[src/rtl/ieeedrv_headpos.sv]
// Head-position tracker and track-writeback scheduler for one sub-drive.
// Turns stepper phase changes into a clamped head position and saves a dirty track before it changes.
module ieeedrv_headpos #(
   parameter int HOLD_CYC = 16
) (
   input  logic       clk_sys,
   input  logic       reset,
   input  logic       drv_type,
   input  logic       img_mounted,
   input  logic       mtr,
   input  logic [1:0] stp,
   input  logic       we,
   output logic [6:0] track,
   output logic       save_track
);

   typedef enum logic {
      IDLE,
      HOLD
   } state_t;

   state_t      state_q, state_d;
   logic [6:0]  hpos_q, hpos_d;
   logic [6:0]  track_q, track_d;
   logic [1:0]  stp_l_q, stp_l_d;
   logic        mtr_l_q, mtr_l_d;
   logic        dirty_q, dirty_d;
   logic        save_track_q, save_track_d;
   logic [15:0] hold_q, hold_d;

   logic [6:0]  dir_track;
   logic [6:0]  dir_hpos;
   logic [6:0]  hpos_max;
   logic [6:0]  tgt;
   logic [1:0]  stp_inc;
   logic [1:0]  stp_dec;
   logic        need_save;

   assign dir_track = drv_type ? 7'd17 : 7'd38;
   assign dir_hpos  = drv_type ? 7'd34 : 7'd38;
   assign hpos_max  = drv_type ? 7'd69 : 7'd76;
   assign tgt       = drv_type ? {1'b0, hpos_q[6:1]} : hpos_q;
   assign stp_inc   = stp_l_q + 2'd1;
   assign stp_dec   = stp_l_q - 2'd1;
   assign need_save = dirty_q && ((tgt != track_q) || (mtr_l_q && !mtr));

   always_comb begin
      state_d      = state_q;
      hpos_d       = hpos_q;
      track_d      = track_q;
      stp_l_d      = stp;
      mtr_l_d      = mtr;
      dirty_d      = dirty_q | we;
      save_track_d = 1'b0;
      hold_d       = hold_q;

      // Stepping runs in both states; a step past either end is a bump stop.
      if (mtr) begin
         if (stp == stp_inc && hpos_q < hpos_max) begin
            hpos_d = hpos_q + 7'd1;
         end else if (stp == stp_dec && hpos_q != 7'd0) begin
            hpos_d = hpos_q - 7'd1;
         end
      end

      if (img_mounted) begin
         state_d = IDLE;
         dirty_d = 1'b0;
         hpos_d  = dir_hpos;
         track_d = dir_track;
         hold_d  = 16'd0;
      end else begin
         case (state_q)
            IDLE: begin
               // A concurrent write keeps dirty set: that data belongs to the saved track's successor save.
               if (need_save) begin
                  save_track_d = 1'b1;
                  dirty_d      = we;
                  hold_d       = 16'(HOLD_CYC);
                  state_d      = HOLD;
               end else if (tgt != track_q) begin
                  track_d = tgt;
               end
            end
            HOLD: begin
               if (hold_q == 16'd0) begin
                  track_d = tgt;
                  state_d = IDLE;
               end else begin
                  hold_d = hold_q - 16'd1;
               end
            end
            default: state_d = IDLE;
         endcase
      end
   end

   always_ff @(posedge clk_sys) begin
      if (reset) begin
         state_q      <= IDLE;
         hpos_q       <= dir_hpos;
         track_q      <= dir_track;
         stp_l_q      <= stp;
         mtr_l_q      <= 1'b0;
         dirty_q      <= 1'b0;
         save_track_q <= 1'b0;
         hold_q       <= 16'd0;
      end else begin
         state_q      <= state_d;
         hpos_q       <= hpos_d;
         track_q      <= track_d;
         stp_l_q      <= stp_l_d;
         mtr_l_q      <= mtr_l_d;
         dirty_q      <= dirty_d;
         save_track_q <= save_track_d;
         hold_q       <= hold_d;
      end
   end

   assign track      = track_q;
   assign save_track = save_track_q;

endmodule
[config.mk]
export PLATFORM = sky130hd
export DESIGN_NAME = ieeedrv_headpos
export DESIGN_NICKNAME = d
export VERILOG_FILES = /design/src/rtl/ieeedrv_headpos.sv
export SDC_FILE = /design/constraint.sdc
export NUM_CORES = 1
export LEC_CHECK = 0
export BUFFER_PORTS_ARGS = -buffer_cell sky130_fd_sc_hd__buf_2
export CORE_ASPECT_RATIO = 0.7
export CORE_MARGIN = 8
export CORE_UTILIZATION = 38
export CTS_BUF_LIST = sky130_fd_sc_hd__clkbuf_8
export DETAILED_ROUTE_END_ITERATION = 16
export MAX_ROUTING_LAYER = met4
export PLACE_DENSITY_LB_ADDON = 0.3
export SLEW_MARGIN = 20
export SYNTH_ARGS = -nofsm -noshare
export SYNTH_HDL_FRONTEND = slang
export SYNTH_SLANG_ARGS = --single-unit
[constraint.sdc]
create_clock -name clk_sys -period 7.3 [get_ports clk_sys]
set_input_delay 0.73 -clock clk_sys [delete_from_list [all_inputs] [get_ports clk_sys]]
set_output_delay 0.73 -clock clk_sys [all_outputs]
set_load 0.005 [all_outputs]
==> metrics.md, run 1 <==
| Metric | Value |
|---|---|
| Largest area contributor in the netlist | dfxtp_1 |
| First-pass GRT wire length | a little over 8000 µm |
| Capturing point of the worst reg2reg path | track[3] |
| Avg Cell Area, Syn | roughly 9.4 µm² |
| CTS Buf Count | 5 |
| YS warnings | 0 |
| Overflow after GRT | 0 |
| Core Rows | 23 |
| Seq/Total Area, Yosys | 40.0% |
| Unrepaired setup endpoints after global routing | no |
| Die height | between 70 and 80 µm |
| Synth Register Bits | 36 |
| Max stage delay on crit path | 0.43 ns |
| Via/cell ratio | about 5.3 |
| Arr. time, crit path | 3.23 ns |
| Min-Delay Startpoint | hold_q[7] |
| CP cell instances | buf_2 -> ha_1 -> nand2_1 -> o21ai_0 -> a21boi_0 -> inv_1 -> fa_1 -> a21o_1 -> a21oi_1 -> o21bai_1 -> a21oi_1 -> xnor2_1 -> nor2_1 |
| Synthesized instance count | 230 |
| Clock tree buffer depth | 2 |
| Hold Path Sink | hold_q[7] |
| CTS root buf | clkbuf_8 |
| Routed wire length | 4700 µm |
| Final Hold Vio Count | 0 |
| Antenna cells | 0 |
| Initial drt markers | 101 |
| Placed cell count | roughly 310 |
| Clock Skews | 0.00367 ns |
| HP Class | reg2reg |
| Wire length per cell after detailed routing | ~15 µm |
| WS Path Type | in2reg |
| Final non-filler cell area | between 2000 and 2500 µm² |
| Worst skew pair latency | ~0.29 ns |
| Starting Density | 38.6% |
| Layout cells sized above 1 | 14.9% |
| Pwr dens | 212 nW/µm² |
| Commonest cells after routing, fill and taps aside | nor2_1 (22), dfxtp_1 (22), a21oi_1 (21) |
| Area contributors post-synth | dfxtp_1 (20%), edfxtp_1 (20%), a21oi_1 (4.9%) |
| Clock Sinks | 36 |
| Setup Fix Bufs, Post-CTS | 0 |
| Slowest CP cell | fa_1 |
| Top cell type's share of synthesized area | between 20% and 30% |
| P&R area growth vs syn | 8.19% |
| H-tree levels | 2 |
| Max Cap Viol | 0 |
| # IOs | 16 |
| DP Worst Slack | around 3.8 ns |
| # setup viols final | 0 |
| Tcrit/Tclk final | 43.9% |
| Post-CTS Resized | 0 |
| Final Worst Setup Slack | between 4 and 5 ns |
| Crit path launch type | input pin |
| Die footprint | around 8400 µm² |
| Leakage power | approximately 0.93 nW |
| Port-buffer cells | 15 |
| Most frequent CP cell | a21oi_1 |
| Worst Tran Pin Value | 0.634 ns |
| Top FF cell, synth | dfxtp_1 |
| Fmax | 312 MHz |
| Count of flip-flops with a built-in enable after synthesis | 14 |
| TritonCTS clock tree | built |
| R2R depth | 7 |
| Initial antenna violation count | 0 |
| Synthesized cell area | 2150 µm² |
| Multi-input logic area | around 1200 µm² |
| Status | complete, no violations |
| Post-CTS Hold Buffers | 0 |
| FF-to-FF setup slack | about 4.2 ns |
| Post-route DRC | 0 |
| Final Slew Violations | 0 |
| Register area | 861 µm² |
| Layout Cells excl Fill | 317 |
| Worst endpoint required time | approximately 7.3 ns |
| Pin count of the biggest net entering global routing | 24 |
| Reg2reg start | hold_q[0] |
| Relative slew slack | 57.5% |
| Layout net count | roughly 260 |
| Via count | approximately 1700 |
| VDD IR max | between 60 and 70 µV |
| Placed cell areas | roughly 2200 µm² |
| Die width | 106 µm |
| Crit. End Element | register |
| TNS Setup | 0 ns |
| Hold path cells | 1 |
| Distinct cell type count after synthesis | 50 |
| Async SR Flop Fraction | 0% |
| FILL cells | between 500 and 600 |
| Fin crit period | roughly 3.2 ns |
| Overall power | between 0.0004 and 0.0005 W |
| GP Congestion | roughly 0.86 |
| Maximum fanout along the worst path | 14 |
| Pre-Repair DR Iteration Count | 4 |
| Vias in the first global route | approximately 1600 |
| Synth Net Count | roughly 250 |
| Antenna viol nets, final | 0 |
| Area of the core | ~5600 µm² |
| GR Util All Layers | between 10% and 20% |
| Detailed Place HPWL | 3340 µm |
| Clock transition at path regs | approximately 0.07 ns |
==> metrics by stage <==
stage / hold WS [ns] / utilization [%]
floorplan: 0.431 / -
global placement: 0.464 / 40.1
detailed placement: 0.459 / 40.1
CTS: 0.476 / 41.7
global route: 0.501 / 41.7
finish: 0.476 / 41.7
==> kinds of logic (layout without fill, tap and decap cells) <==
logic type / Yosys count / in the layout / share of synthesized area, %
XOR/XNOR: 15 / 15 / 6.10
AND/OR/NAND/NOR: 79 / 79 / 20.2
buffers and inverters: 22 / 34 / 6.10
multiplexers: 6 / 6 / 2.85
flip-flops: 36 / 36 / 40.0
adder cells (fa/ha/maj): 9 / 9 / 5.58
AO/OA/AOI/OAI: 63 / 63 / 19.2
==> cell type report <==
| type | instances | share of cell area [%] |
|---|---|---|
| Multi-Input combinational cell | 172 | 49.8 |
| Timing Repair Buffer | 17 | 3.87 |
| Inverter | 9 | 1.45 |
| Tap cell | 75 | 4.03 |
| Clock buffer | 6 | 3.54 |
| Sequential cell | 36 | 36.9 |
| Clock inverter | 2 | 0.322 |
==> state kept, by name (all words and copies together), names as in the netlist <==
name        cells
hold_q         16
hpos_q          7
track           7
stp_l_q         2
dirty_q         1
mtr_l_q         1
save_track      1
state_q         1
==> synth_stat cells (4+ instances only) <==
| cell type | number |
|---|---|
| dfxtp_1 | 22 |
| nor2_1 | 22 |
| a21oi_1 | 21 |
| edfxtp_1 | 14 |
| o21ai_0 | 13 |
| a31oi_1 | 10 |
| nand2_1 | 10 |
| nor3_1 | 10 |
| xor2_1 | 10 |
| ha_1 | 8 |
| inv_1 | 8 |
| clkbuf_1 | 6 |
| mux2i_1 | 5 |
| or2_2 | 5 |
| xnor2_1 | 5 |
| buf_6 | 4 |
| nand3b_1 | 4 |
| nor4_1 | 4 |
| or3_1 | 4 |
| or4_1 | 4 |
==> per-layer routing <==
layer	share of wire, %	wire length [µm]	GRT usage [%]
met1	55	2570	16.4
met2	41	1940	17.9
met3	2.7	129	2.67
met4	1.3	62	4.20
met5	0	0	-
==> how the worst max path moves through the flow <==
| stage | startpoint | to | slack, ns |
|---|---|---|---|
| global route | drv_type | hpos_q[6] | 3.86 |
| CTS | drv_type | hpos_q[6] | 4.11 |
| finish | drv_type | hpos_q[6] | 4.10 |
| floorplan | drv_type | hpos_q[6] | 4.28 |
| detailed placement | drv_type | hpos_q[6] | 3.82 |
| global placement | drv_type | track[3] | 3.93 |
==> power by group <==
group	switching, W	total (W)	internal (W)
Sequential	0.0000210	0.000244	0.000223
Combinational	0.0000545	0.000102	0.0000470
Clock	0.0000733	0.000148	0.0000743
Total	0.000149	0.000493	0.000344
==> worst max-delay path, delay by kind of cell <==
family,cells,cell delay [ns]
fa+ha+maj,2,0.71
buf+inv,2,0.47
compound gates,6,1.06
xor+xnor,1,0.15
simple gates,2,0.11
No activity file was read; power rests on OpenSTA's default activity.
==> run 2: changes to the inputs <==
Clock period 7.3 ns to 2.9 ns, I/O delays scaled along.
==> run 2 against run 1 <==
Compared with the run above: power rose to 2.7 times the previous value; via count up 4.7%; clock power grew to 3.0 times the previous value; largest power group unchanged; critical endpoint is now track[3]; final cell count grew 4.1%; clock skew is 0.0039 ns higher; setup slack got worse by 3.9 ns; non-clock buffer count grew 13; die area unchanged; design area is 5.0% higher; first-iteration DRC count up 28%.
==> metrics.md, run 2 (synthesis results as in run 1) <==
| Metric | Value |
|---|---|
| TNS Setup | 0 ns |
| Worst Tran Pin Value | 0.539 ns |
| Worst skew pair latency | approximately 0.29 ns |
| First-pass GRT wire length | ~8000 µm |
| WS Path Type | reg2reg |
| Min-Delay Startpoint | stp[1] |
| Clock tree buffer depth | 2 |
| FF-to-FF setup slack | between 0.15 and 0.2 ns |
| Port-buffer cells | 15 |
| Detailed Place HPWL | ~3400 µm |
| Sequential power share | 43.2% |
| Pre-Repair DR Iteration Count | 4 |
| Via count | 1749 |
| # setup viols final | 0 |
| GR Util All Layers | about 12% |
| Antenna cells | 0 |
| Core Rows | 23 |
| Leakage power | approximately 1 nW |
| Clock power share | roughly a third |
| Top reg by flops | hold_q |
| Setup Fix Bufs, Post-CTS | 0 |
| Final Hold Vio Count | 0 |
| Clock transition at path regs | ~0.08 ns |
| Die footprint | between 8000 and 9000 µm² |
| Area of the core | approximately 5600 µm² |
| Initial drt markers | about 130 |
| Die height | between 70 and 80 µm |
| Crit path launch | hold_q[0] |
| Crit path launch type | register |
| Net load switching power | about 0.00039 W |
| Max FFs per register | 16 |
| Starting Density | around two fifths |
| R2R depth | 8 |
| Worst endpoint required time | around 2.9 ns |
| Final Util | 43.8% |
| Post-route DRC | 0 |
| Tcrit/Tclk final | 94.4% |
| Antenna viol nets, final | 0 |
| Hold Path Sink | stp_l_q[1] |
| Multi-input logic area | around 1200 µm² |
| Clock Skews | approximately 0.0076 ns |
| Final Slew Violations | 0 |
| Routed wire length | between 4000 and 5000 µm |
| Initial antenna violation count | 0 |
| Hold slack final | about 0.12 ns |
| Register area | approximately 860 µm² |
| GP Congestion | slightly above 0.8 |
| Commonest cells after routing, fill and taps aside | nor2_1 (22), dfxtp_1 (22), a21oi_1 (21) |
| Hold path cells | 1 |
| CTS root buf | clkbuf_8 |
| CTS Buf Count | 5 |
| Fmax | between 300 and 400 MHz |
| # IOs | 16 |
| Status | complete, no violations |
| P&R area growth vs syn | 13.7% |
| Maximum fanout along the worst path | 9 |
| Reg2reg start | hold_q[0] |
| Arr. time, crit path | between 2 and 3 ns |
| Clock Sinks | 36 |
| Overflow after GRT | 0 |
| Die width | about 110 µm |
| Via/cell ratio | ~5.3 |
| Switching part of the total | 29.0% |
| H-tree levels | 2 |
| Combinational power share | between 20% and 30% |
| Pin count of the biggest net entering global routing | 24 |
| HP Class | in2reg |
| Layout net count | 271 |
| Pwr dens | around 550 nW/µm² |
| Fin crit period | roughly 2.7 ns |
| VDD IR max | between 200 and 250 µV |
| Unrepaired setup endpoints after global routing | no |
| Wire length per cell after detailed routing | approximately 14 µm |
| Capturing point of the worst reg2reg path | track[3] |
| Max Cap Viol | 0 |
| Layout cells sized above 1 | roughly a fifth |
| Relative slew slack | between 60% and 70% |
| Crit. End Element | register |
| Vias in the first global route | roughly 1600 |
| TritonCTS clock tree | built |
| Power Internal | 0.000959 W |
| FILL cells | 553 |
[run 2: cell count changes in the layout (fill, tap and decap cells not counted), sizes merged]
cell	previous run	this run
bufinv	0	1
buf	17	30
inv	10	9
clkinv	1	2
clkbuf	6	5
[run 2: layout make-up]
class / count / area share [%]
Clock buffer: 5 / 2.81
Clock inverter: 3 / 1.69
Inverter: 9 / 1.38
Multi-Input combinational cell: 172 / 47.4
Timing Repair Buffer: 30 / 7.67
Sequential cell: 36 / 35.2
Tap cell: 75 / 3.83
[run 2: worst max-delay path, cell delays in order (launching register included)]
cell     delay (ns)
dfxtp_1        0.32
inv_1          0.11
ha_1           0.20
or3b_4         0.40
or3_1          0.38
o41ai_4        0.56
nand2_8        0.14
o21ai_1        0.16
buf_4          0.18
[run 2: how the worst max path moves through the flow]
stage / end / slack, ns / depth (start not counted)
floorplan: track[0] / 0.05 / 10
detailed placement: hpos_q[6] / 0.03 / 12
global placement: hpos_q[6] / 0.13 / 12
CTS: hpos_q[6] / 0.08 / 12
finish: track[3] / 0.16 / 8
global route: hpos_q[6] / 0.008 / 12
[run 2: what timing repair did]
action | in CTS | in global routing
setup endpoints to repair | 0 | 2
hold buffers | 0 | 0
gates resized for setup | 0 | 2
[run 2: layer usage]
layer,wire length [µm],track usage [%],vias to the layer above
met5,0,-,-
met4,48,3.64,0
met3,215,2.67,6
met2,1910,16.6,28
met1,2490,16.9,824
li1,-,-,891
[run 2: per-stage QoR]
stage                     instances  power, W  setup slack, ns  area (µm²)
after floorplan                 230  0.000818           0.0455        2150
after global placement          322  0.000906            0.134        2340
after detailed placement        322  0.000912           0.0300        2340
after CTS                       330   0.00136           0.0753        2450
after global routing            330   0.00142          0.00795        2450
final                           330   0.00135            0.162        2450
[run 2: power groups by stage]
stage                     clock network (W)  logic [W]  registers (W)
final                              0.000451   0.000317       0.000583
after detailed placement                  0   0.000317       0.000595
after floorplan                           0   0.000220       0.000599
after global placement                    0   0.000311       0.000595
after global routing               0.000480   0.000355       0.000587
after CTS                          0.000458   0.000320       0.000583
